`src/rtl/gb_cpu_uop_scheduler.sv`:
```
// Per-instruction micro-op queue: holds up to DEPTH per-M-cycle control entries,
// presents the head entry each M-cycle and supports overlapped fetch and early exit.
module gb_cpu_uop_scheduler #(
  parameter int DEPTH   = 6,
  parameter int ENTRY_W = 64,
  localparam int CNT_W  = $clog2(DEPTH + 1)
) (
  input  logic                     clk,
  input  logic                     rst_n,
  input  logic                     advance,
  input  logic                     load,
  input  logic [DEPTH*ENTRY_W-1:0] load_entries,
  input  logic [CNT_W-1:0]         load_len,
  input  logic                     truncate,
  input  logic [CNT_W-1:0]         truncate_len,
  output logic [ENTRY_W-1:0]       cur_entry,
  output logic                     cur_valid,
  output logic                     last,
  output logic [CNT_W-1:0]         remaining,
  output logic                     load_err
);

  localparam logic [CNT_W-1:0] DEPTH_C = CNT_W'(DEPTH);
  localparam logic [CNT_W-1:0] ONE_C   = CNT_W'(1);

  logic [ENTRY_W-1:0] slots_q [DEPTH];
  logic [ENTRY_W-1:0] slots_d [DEPTH];
  logic [CNT_W-1:0]   count_q, count_d;
  logic               load_err_q, load_err_d;

  logic [CNT_W-1:0]   load_n;
  logic [CNT_W-1:0]   count_dec;
  logic [CNT_W-1:0]   trunc_n;
  logic               adv_ok;

  assign load_n    = (load_len > DEPTH_C) ? DEPTH_C : load_len;
  assign count_dec = count_q - ONE_C;
  assign trunc_n   = (truncate_len < count_dec) ? truncate_len : count_dec;
  assign adv_ok    = advance && (count_q != '0);

  always_comb begin
    count_d    = count_q;
    load_err_d = 1'b0;
    if (load) begin
      count_d    = load_n;
      // Overwriting entries that never executed means the decoder lost an instruction tail.
      load_err_d = (load_len > DEPTH_C) || (count_q > ONE_C) ||
                   ((count_q == ONE_C) && !advance);
    end else if (adv_ok) begin
      count_d = truncate ? trunc_n : count_dec;
    end
  end

  for (genvar gi = 0; gi < DEPTH; gi++) begin : g_slot
    localparam logic [CNT_W-1:0] IDX = CNT_W'(gi);
    logic [ENTRY_W-1:0] shifted;

    if (gi < DEPTH - 1) begin : g_shift
      assign shifted = slots_q[gi+1];
    end else begin : g_top
      assign shifted = '0;
    end

    always_comb begin
      slots_d[gi] = slots_q[gi];
      if (load) begin
        slots_d[gi] = (IDX < load_n) ? load_entries[gi*ENTRY_W +: ENTRY_W] : '0;
      end else if (adv_ok) begin
        slots_d[gi] = (truncate && (IDX >= trunc_n)) ? '0 : shifted;
      end
    end

    always_ff @(posedge clk or negedge rst_n) begin
      if (!rst_n) begin
        slots_q[gi] <= '0;
      end else begin
        slots_q[gi] <= slots_d[gi];
      end
    end
  end

  always_ff @(posedge clk or negedge rst_n) begin
    if (!rst_n) begin
      count_q    <= '0;
      load_err_q <= 1'b0;
    end else begin
      count_q    <= count_d;
      load_err_q <= load_err_d;
    end
  end

  // Empty queue presents the all-zero NOP entry.
  assign cur_entry = (count_q != '0) ? slots_q[0] : '0;
  assign cur_valid = (count_q != '0);
  assign last      = (count_q == ONE_C);
  assign remaining = count_q;
  assign load_err  = load_err_q;

endmodule
```
`config.mk`:
```
export PLATFORM = sky130hd
export DESIGN_NAME = gb_cpu_uop_scheduler
export DESIGN_NICKNAME = d
export VERILOG_FILES = /design/src/rtl/gb_cpu_uop_scheduler.sv
export SDC_FILE = /design/constraint.sdc
export NUM_CORES = 1
export LEC_CHECK = 0
export ABC_AREA = 1
export CORE_MARGIN = 2
export CORE_UTILIZATION = 30
export DETAILED_ROUTE_END_ITERATION = 16
export PLACE_DENSITY = 0.59
export REMOVE_ABC_BUFFERS = 1
export SETUP_SLACK_MARGIN = 0.1
export SLEW_MARGIN = 30
export SYNTH_ARGS = -nofsm -noshare
export SYNTH_HDL_FRONTEND = slang
export SYNTH_SLANG_ARGS = --single-unit
```
`constraint.sdc`:
```
create_clock -name clk -period 2.6 [get_ports clk]
set_input_delay 0.65 -clock clk [delete_from_list [all_inputs] [get_ports clk]]
set_output_delay 0.65 -clock clk [all_outputs]
set_load 0.02 [all_outputs]
```
# Yosys cells after proc, flatten, opt, wreduce, memory -nomap -nowiden
# Cells that the tools add are included.
word_totals:
  reg_bits: 388
  in_bits: 395
  out_inout_bits: 70
  wordCells: 66
op_classes:
  addsub: 1
  order_cmp: 14
  n_eq_ne: 1
  muxes: 30
  n_reduce_logical: 12
ops:
  columns: ["op", "n"]
  rows:
  - ["$mux 64", 24]
  - ["$mux 3", 5]
  - ["$logic_and 1x1->1", 7]
  - ["$ge 1x3->1 const A", 2]
  - ["$ge 2x3->1 const A", 2]
  - ["$lt 1x3->1 const A", 2]
  - ["$lt 2x3->1 const A", 2]
  - ["$lt 3x3->1 const A", 2]
  - ["$eq 3x1->1 const B", 1]
  - ["$ge 3x3->1 const A", 1]
  - ["$gt 3x1->1 const B", 1]
  - ["$gt 3x3->1 const B", 1]
  - ["$lt 3x3->1", 1]
  - ["$reduce_bool 3->1", 1]
  - ["$sub 3x1->3 const B", 1]
  - ["$logic_or 1x1->1", 2]
  - ["$reduce_bool 2->1", 1]
  - ["$logic_not 1->1", 1]
  - ["$mux 1", 1]

# Depth between registers and ports, before layout
# Gate-level depths: netlist (run 1).
depth:
  word_depth: 8
  mapped_depth: 18

# Least setup slack after synthesis (run 1)
# OpenSTA, ideal clock, no wires.
synth_path:
  path_kind: "reg2out"
  startpoint: "register count_q[0], in the netlist remaining[0]"
  endpoint: "output cur_entry[23]"
  arrival_time_ns: 1.759
  required_ns: 1.950
  slack_ns: 0.191
  stages_incl_launch_ff: 8
  cell_sequence: "dfrtp_1 inv_1 ha_1 nand2_2 inv_2 clkbuf_1 buf_1 nor2_1"
synth_between:
  elab_chain_cells: 2
synth_lines:
  columns: ["element", "line_no", "source"]
  rows:
  - ["from (decl)", "28", "logic [CNT_W-1:0] count_q, count_d;"]
  - ["from (signal assigned)", "87", "count_q <= count_d;"]
  - ["$reduce_bool 3->1", null, null]
  - ["named net cur_valid", "17", "output logic cur_valid,"]
  - ["$mux 64", "93", "assign cur_entry = (count_q != '0) ? slots_q[0] : '0;"]
  - ["to (decl)", "16", "output logic [ENTRY_W-1:0] cur_entry,"]
# The timed path passes the listed nets, and every way through them passes these cells.

# Final worst setup path (run 1)
layout_path:
  startpoint: "register count_q[2], in the netlist remaining[2]"
  endpoint: "output cur_entry[30]"
layout_between:
  elab_chain_cells: 2
layout_lines:
  columns: ["element", "line_no"]
  rows:
  - ["$reduce_bool 3->1", "93"]
  - ["$mux 64", "93"]
# Every way passes these cells.

==> flow_metrics.tcl, run 1 <==
set metrics [dict create \
    r2r_start "remaining[0]" \
    clock_skew_ps 17.7 \
    synth_top_family_by_area "simple AND/OR/NAND/NOR gates" \
    holdBufCountCts 0 \
    slowest_delay_ps 500 \
    synthMuxAreaShare 0 \
    p_sw_uw 7070 \
    dpl.hpwl_um 53200 \
    yosys.area.top_type_share 0.487 \
    ys_ff_latch 388 \
    synth_cells 2779 \
    fin_crit_ps 2600 \
    r2r-end "g_slot[3].shifted[48]" \
    share_comb_of_total_power 0.324 \
    critPathArrivalTime_ps 1950 \
    leakage_uw 0.0145 \
    finalPower_uw 21200 \
    core_area_um2 65700 \
    ys_seq_area_frac 0.487 \
    clk_pin_slew_worst_paths_ps 60 \
    routedWlPerCell_um 20.6 \
    power.share.clock 0.334 \
    reg2reg_slack_ps 20 \
    p_sw_frac 0.333 \
    path_cells "inv_2 -> nand2_4 -> clkinv_8 -> buf_12 -> buf_8 -> nor2_4 -> buf_12" \
    grt_pass1_wl_um 116000 \
    worst_path_max_delay_cell "dfrtp_1" \
    reg2reg_depth 19 \
    yosysTopAreaCell "dfrtp_1" \
    h-tree-depth 2 \
    stdcell_count 4168 \
    clk_latency_ps 570 \
    fmax_mhz 384 \
    status "finished with violations" \
    routed_wl_um 86000 \
    crit_fanout 6 \
    syn2layout_area_growth_pct 52.2 \
    timing.hold.ws_ps 45.4 \
    detailedRoute.firstPassIterationCount 7 \
    grt_pass1_vias 19451 \
    synth_fa_ha_area_frac 0.00251 \
    ys.warnings.count 0 \
    track_usage 0.222 \
    grt_max_degree 67 \
    die_h_um 262 \
    multiInputGateArea_um2 9310 \
    area.sequential_um2 9710 \
    cts_buffers 47 \
    vias_per_cell 4.86 \
    cts.sinks 388 \
    internal_power_uw 14200 \
    max_slew_margin 0.611 \
    crit_top_cell "buf_12" \
    cp.required_ps 1950 \
    violations "negative setup slack" \
    nets 3663 \
    grt_antenna_before_repair 3 \
    finalHoldViolCount 0 \
    drc 0 \
    drv_slew 0 \
    pwr-share-seq 0.342 \
    layout_commonest_cell "nand2_1" \
    overflow 0 \
    drtAntennaViolNets 0 \
    tritoncts "built" \
    dieWidth_um 262 \
    max-cap-violations 0 \
    portBuffers 464 \
    rows 94 \
    synth_compound_area_frac 0.125 \
    end_kind "primary output" \
    start_util 0.303 \
    startpoint_type "flop" \
    worst_slew_pin_slew_ps 584 \
    yosys.area_share.simple 0.267 \
    cts_buffer_depth 3 \
    layout_common_cells "nand2_1 (620), nor2_1 (402), clkdlybuf4s50_1 (395)" \
    vias 20259 \
    drtIter0Drc 1350 \
    post_synth_num_cell_types 29 \
    p_per_area_nw_per_um2 700 \
    placedCellCount 4025 \
    synth_area_leaders "dfrtp_1 (49%), nand2_1 (13%), nor2_1 (8.2%)" \
    syn_avg_cell_area_um2 7.17 \
    cts_root_buffer "clkbuf_16" \
    setup_viol 1 \
    rsz0062_at_grt "true" \
    synth_xor_area_frac 0 \
    worst_slack_ps -3.19 \
    die_area_um2 68500 \
    syn_area_um2 19900 \
    hp-class "in -> async" \
    globalplace.congestion 0.846 \
    fill_cells 6602 \
    worstSetupPathType "reg -> out" \
    layout-drive-gt1-share 0.184 \
    ioPinCount 465 \
    ir_drop_mv 0.412 \
    period_share 1.00 \
]
-- area by class of cell --
| type | instances | share of cell area |
|---|---|---|
| clock buffers | 72 | 0.0489 |
| well taps | 864 | 0.0356 |
| inverters | 397 | 0.0500 |
| diodes | 3 | 0.000247 |
| multi-input cells | 1804 | 0.307 |
| repair buffers | 626 | 0.233 |
| flip-flops and latches | 388 | 0.320 |
| clock inverters | 14 | 0.00598 |
-- Yosys cell counts (all sizes together) --
master	n
o22ai	64
o21a	1
a31oi	50
o31ai	1
nand4	1
o21ai	210
dfrtp	388
ha	4
nand3	196
buf	121
inv	397
a22oi	1
nor2	440
nand2	699
o211ai	3
clkbuf	70
nand3b	1
a21oi	132
-- logic make-up after synthesis --
group,after synthesis
simple gates,1337
compound gates,462
flops,388
fa+ha+maj,4
buf+inv,588
-- what timing repair did --
action | 4_1_cts | 5_1_grt
setup endpoints to repair | 70 | 321
gates resized for setup | 382 | 435
pin swaps | 7 | 67
buffers inserted | 7 | 13
gates cloned | 2 | 33
-- critical path: cells and delay by family (launching register included) --
family / cells / cell delay (ps)
buf+inv: 5 / 650
flops: 1 / 500
simple gates: 2 / 210
-- stage by stage --
stage                     setup WS, ps  cell area [µm²]  setup TNS [ps]  utilization
final                            -3.19            30300           -3.19        0.462
after global routing             -83.9            30300           -2830        0.462
after CTS                        -28.6            28100            -178        0.427
after detailed placement          -180            26200          -16950        0.398
after global placement            -195            26200          -17970        0.398
after floorplan                  -4560            19100        -1498750            -
-- worst max path at each step --
stage	endpoint	startpoint	slack, ps	cells past startpoint
floorplan	g_slot[0].shifted[3]	remaining[0]	-4560	9
global placement	slots_q[341]	truncate_len[2]	-200	12
detailed placement	slots_q[323]	truncate_len[2]	-180	12
CTS	cur_entry[17]	remaining[0]	-30	8
global route	g_slot[3].shifted[55]	remaining[1]	-80	19
finish	cur_entry[30]	remaining[2]	-3	7
-- power by group through the flow --
stage	Sequential (µW)	Combinational, µW	Clock [µW]
after global placement	7350	5080	0
after floorplan	7260	2380	0
after global routing	7380	7360	7450
after detailed placement	7370	5110	0
after CTS	7270	5290	7220
final	7270	6890	7090
-- routing by layer --
metal,part of all wire,global-route usage,wire [µm],vias up
li1,-,-,-,9623
met1,0.42,0.290,35700,9873
met2,0.50,0.377,42800,609
met3,0.049,0.0281,4230,152
met4,0.038,0.0780,3240,2
met5,0.00016,0,14,-
-- sequential cells by signal, indices dropped and copies added, names as in the netlist --
name / flops
load_err: 1
remaining: 3
slots_q: 64
g_slot.shifted: 320
(Power assumes the default switching activity.)
==> inputs of run 2 (changes only) <==
Settings changed: HOLD_SLACK_MARGIN set to 0.06, TNS_END_PERCENT set to 10.
Clock period 2.6 ns to 2.8 ns, I/O delays scaled along.
==> flow_metrics.tcl, run 2 (same netlist as run 1, synthesis figures left out) <==
set metrics [dict create \
    fin_crit_ps 2650 \
    placedCellCount 4010 \
    finalHoldViolCount 0 \
    critPathArrivalTime_ps 1950 \
    layout_common_cells "nand2_1 (683), nor2_1 (431), clkdlybuf4s50_1 (396)" \
    cp.required_ps 2100 \
    vias 19257 \
    period_share 0.946 \
    rows 94 \
    reg2reg_depth 17 \
    cts.sinks 388 \
    slowest_delay_ps 370 \
    nets 3595 \
    routedWlPerCell_um 18.5 \
    worst_path_max_delay_cell "dfrtp_1" \
    track_usage 0.219 \
    dpl.hpwl_um 52500 \
    layout_commonest_cell "nand2_1" \
    drv_slew 0 \
    tns_ps 0 \
    clk_latency_ps 560 \
    worst_slew_pin_slew_ps 922 \
    rsz0062_at_grt "true" \
    crit_fanout 30 \
    end_kind "primary output" \
    syn2layout_area_growth_pct 37.2 \
    cts_root_buffer "clkbuf_16" \
    drc 0 \
    grt_antenna_before_repair 9 \
    clk_pin_slew_worst_paths_ps 60 \
    tritoncts "built" \
    worstSetupPathType "reg -> out" \
    layout-drive-gt1-share 0.0848 \
    overflow 0 \
    status "complete, no violations" \
    routed_wl_um 75900 \
    h-tree-depth 2 \
    cts_buffers 48 \
    cts_buffer_depth 3 \
    largest_reg_flops 320 \
    fill_cells 6893 \
    max_slew_margin 0.385 \
    portBuffers 464 \
    cts_setup_buffers 0 \
    grt_max_degree 73 \
    p_per_area_nw_per_um2 633 \
    start_util 0.303 \
    r2r-end "g_slot[3].shifted[23]" \
    grt_pass1_vias 19412 \
    finalPower_uw 17300 \
    startpoint "remaining[1]" \
    reg2reg_slack_ps 270 \
    dieWidth_um 262 \
    drtAntennaViolNets 0 \
    core_area_um2 65700 \
    max-cap-violations 0 \
    startpoint_type "flop" \
    holdBufCountCts 0 \
    r2r_start "remaining[1]" \
    setup_viol 0 \
    detailedRoute.firstPassIterationCount 5 \
    grt_pass1_wl_um 115000 \
    ir_drop_mv 0.352 \
    die_h_um 262 \
    ioPinCount 465 \
    stdcell_count 4100 \
    hp-class "in -> async" \
    globalplace.congestion 0.856 \
    leakage_uw 0.0133 \
    clock_skew_ps 9.36 \
    vias_per_cell 4.70 \
    fmax_mhz 377 \
    path_cells "inv_1 -> ha_1 -> nand2_2 -> inv_4 -> buf_12 -> nor2_1 -> clkdlybuf4s15_1" \
    die_area_um2 68500 \
    drtIter0Drc 1287 \
]
-- run 2: metal layers --
metal  global-route usage  up-vias  part of all wire
met5                    0        -           0.00036
met4               0.0862        4             0.035
met3               0.0269      139             0.040
met2                0.367      457              0.48
met1                0.288     9174              0.44
li1                     -     9483                 -
-- run 2: worst max-delay path: cells and delay by family (launching register included) --
| family | cells | cell delay [ps] |
|---|---|---|
| buf+inv | 4 | 670 |
| flops | 1 | 370 |
| fa+ha+maj | 1 | 170 |
| simple gates | 2 | 150 |
-- run 2: worst max-delay path by stage --
stage / depth (start not counted) / endpoint / slack (ps)
2_1_floorplan: 9 / g_slot[0].shifted[3] / -4360
3_3_place_gp: 12 / slots_q[341] / -20
3_5_place_dp: 12 / slots_q[344] / -60
4_1_cts: 7 / cur_entry[18] / 2
5_1_grt: 7 / cur_entry[8] / 40
6_report: 7 / cur_entry[8] / 150
-- run 2: area by class of cell --
| type | instances | area, µm² | area share |
|---|---|---|---|
| inverter | 397 | 1500 | 0.0549 |
| tap | 864 | 1080 | 0.0395 |
| antenna | 6 | 15.0 | 0.000549 |
| clock inverter | 10 | 82.6 | 0.00302 |
| sequential | 388 | 9710 | 0.355 |
| timing repair buffer | 558 | 5570 | 0.203 |
| clock buffer | 74 | 1420 | 0.0519 |
| multi-input combinational | 1803 | 7980 | 0.292 |
-- run 2: metrics by stage --
step / setup slack (ps) / instance area (µm²) / util / hold slack, ps
2_1_floorplan: -4360 / 19100 / - / 404
4_1_cts: 2.20 / 27500 / 0.418 / 81.7
3_5_place_dp: -59.8 / 26000 / 0.395 / 466
3_3_place_gp: -21.3 / 26000 / 0.395 / 462
6_report: 151 / 27400 / 0.416 / 98.1
5_1_grt: 42.5 / 27400 / 0.416 / 94.4
-- run 2: timing repair --
item,4_1_cts,5_1_grt
resized for setup,151,140
endpoints found under the hold margin,0,0
pin swaps,0,2
setup endpoints to repair,65,204
-- run 2: report_power, final --
| group | internal (µW) | switching (µW) | total, µW |
|---|---|---|---|
| clock network | 3560 | 2500 | 6060 |
| logic | 1810 | 2690 | 4500 |
| registers | 6350 | 404 | 6760 |
| total | 11700 | 5590 | 17300 |
==> inputs of run 3 (changes only) <==
--- a/config.mk
+++ b/config.mk
@@ -7,5 +7,4 @@
 export LEC_CHECK = 0
 export ABC_AREA = 1
-export CORE_MARGIN = 2
 export CORE_UTILIZATION = 30
 export DETAILED_ROUTE_END_ITERATION = 16
==> constraint.sdc (replaced) <==
create_clock -name clk -period 2.8 [get_ports clk]
set_input_delay 0.7 -clock clk [delete_from_list [all_inputs] [get_ports clk]]
set_output_delay 0.7 -clock clk [all_outputs]
set_load 0.005 [all_outputs]
==> flow_metrics.tcl, run 3 (same netlist as run 1, synthesis figures left out) <==
set metrics [dict create \
    ir_drop_mv 0.446 \
    final_cell_area_um2 27800 \
    max_slew_margin 0.549 \
    layout-drive-gt1-share 0.0813 \
    routed_wl_um 76200 \
    ioPinCount 465 \
    startpoint_type "flop" \
    vias_per_cell 4.68 \
    rsz0062_at_grt "true" \
    nets 3600 \
    layout_commonest_cell "nand2_1" \
    cts.sinks 388 \
    grt_pass1_wl_um 113000 \
    drc 0 \
    track_usage 0.221 \
    cp.required_ps 2100 \
    layout_common_cells "nand2_1 (686), nor2_1 (412), clkdlybuf4s50_1 (397)" \
    period_share 0.979 \
    fmax_mhz 365 \
    routedWlPerCell_um 18.6 \
    die_area_um2 67500 \
    cts_root_buffer "clkbuf_16" \
    critPathArrivalTime_ps 2040 \
    dpl.hpwl_um 50500 \
    grt_max_degree 133 \
    cp_num_buf_inv 5 \
    grt_pass1_vias 19080 \
    cts_buffers 46 \
    dpl_cell_area_um2 25900 \
    p_per_area_nw_per_um2 616 \
    globalplace.congestion 0.840 \
    finalPower_uw 17100 \
    dieWidth_um 260 \
    holdBufCountCts 0 \
    tritoncts "built" \
    die_h_um 260 \
    drtIter0Drc 1307 \
    start_util 0.303 \
    core_area_um2 65700 \
    grt_antenna_before_repair 4 \
    vias 19191 \
    drtAntennaViolNets 0 \
    worstSetupPathType "reg -> out" \
    status "complete, no violations" \
    finalHoldViolCount 0 \
    clock_skew_ps 14.7 \
    worst_slew_pin_slew_ps 676 \
    max-cap-violations 0 \
    largest_reg_flops 320 \
    rows 94 \
    drv_slew 0 \
    overflow 0 \
    clk_pin_slew_worst_paths_ps 60 \
    fin_crit_ps 2740 \
    worst_path_max_delay_cell "dfrtp_1" \
    syn2layout_area_growth_pct 39.5 \
    detailedRoute.firstPassIterationCount 5 \
    crit_fanout 6 \
    end_kind "primary output" \
    slowest_delay_ps 400 \
    setup_viol 0 \
    clk_latency_ps 580 \
    fill_cells 6796 \
    portBuffers 464 \
    hp-class "in -> async" \
    leakage_uw 0.0134 \
    h-tree-depth 2 \
    cpLargestDelayFamily "buffers and inverters" \
    cts_buffer_depth 3 \
    path_cells "inv_2 -> ha_4 -> nand2_4 -> clkinv_8 -> buf_4 -> buf_16 -> nor2_4 -> clkdlybuf4s15_2" \
]
-- run 3: cell count changes in the layout (fill, tap and decap cells not counted), sizes merged --
cell           previous run  this run
dlygate4sd2               0        21
buf                     144       135
clkbuf                   90        82
clkdlybuf4s15             1         8
diode                     6         3
inv                     399       396
bufinv                    1         0
clkdlybuf4s50           396       397
clkinv                    7         6
dlymetal6s2s              1         0
-- run 3: layout make-up --
cell class	instances	area, µm²	share of cell area
diodes	3	7.51	0.000270
well taps	864	1080	0.0389
repair buffers	565	5930	0.213
flip-flops and latches	388	9710	0.349
multi-input cells	1803	8120	0.292
clock inverters	5	25.0	0.000900
clock buffers	78	1420	0.0509
inverters	397	1510	0.0544
-- run 3: per-stage QoR --
step            util  cells  setup slack (ps)  hold WS [ps]  TNS [ps]
6_report       0.423   4103              58.7          94.7         0
5_1_grt        0.423   4103            -0.937           110    -0.937
4_1_cts        0.421   4096             -72.5          87.8      -186
3_5_place_dp   0.394   3998              73.6           465         0
3_3_place_gp   0.394   3998               104           463         0
2_1_floorplan      -   2588             -4210           404  -1362520
-- run 3: power breakdown --
group | switching, µW | leakage [µW] | total, µW | internal (µW)
combinational | 2560 | 0.00776 | 4530 | 1980
clock | 2420 | 0.000706 | 5830 | 3410
sequential | 408 | 0.00493 | 6760 | 6350
total | 5380 | 0.0134 | 17100 | 11700
-- run 3: per-layer routing --
layer / global-route usage / up-vias / wire length [µm]
li1: - / 9493 / -
met1: 0.285 / 9045 / 32900
met2: 0.375 / 524 / 37300
met3: 0.0305 / 127 / 3550
met4: 0.0781 / 2 / 2460
met5: 0 / - / 17
-- run 3: path summary, 6_finish.rpt --
path	depth (start not counted)	endpoint	startpoint	slack (ps)
setup / recovery	8	cur_entry[58]	remaining[1]	60
hold / removal	1	slots_q[339]	rst_n	90
setup reg to reg	18	g_slot[1].shifted[20]	remaining[1]	240
hold reg to reg	2	g_slot[1].shifted[53]	g_slot[1].shifted[53]	480
max in group asynchronous	2	g_slot[3].shifted[54]	rst_n	1950
min in group clk	2	g_slot[1].shifted[53]	g_slot[1].shifted[53]	480
-- run 3: what timing repair did --
action	4_1_cts	5_1_grt
resized for setup	234	31
pin swaps	9	8
buffers inserted	10	3
endpoints found under the setup margin	64	221
gates cloned	5	3
hold endpoints to repair	0	0
-- run 3: worst reg2reg max path, stage by stage, from the launching register on --
cell and delay, ps:
dfrtp_1 420, inv_2 100, buf_4 120, ha_4 120, inv_1 40, nand2_2 60, nand2_2 70, ha_1 270
nor2_1 90, nand2_1 100, nand2_2 100, nand2_2 70, nand2_4 110, nand3_4 160, nand2_8 190, buf_12 180
o21ai_0 120, nand2_1 90, nand2_1 60
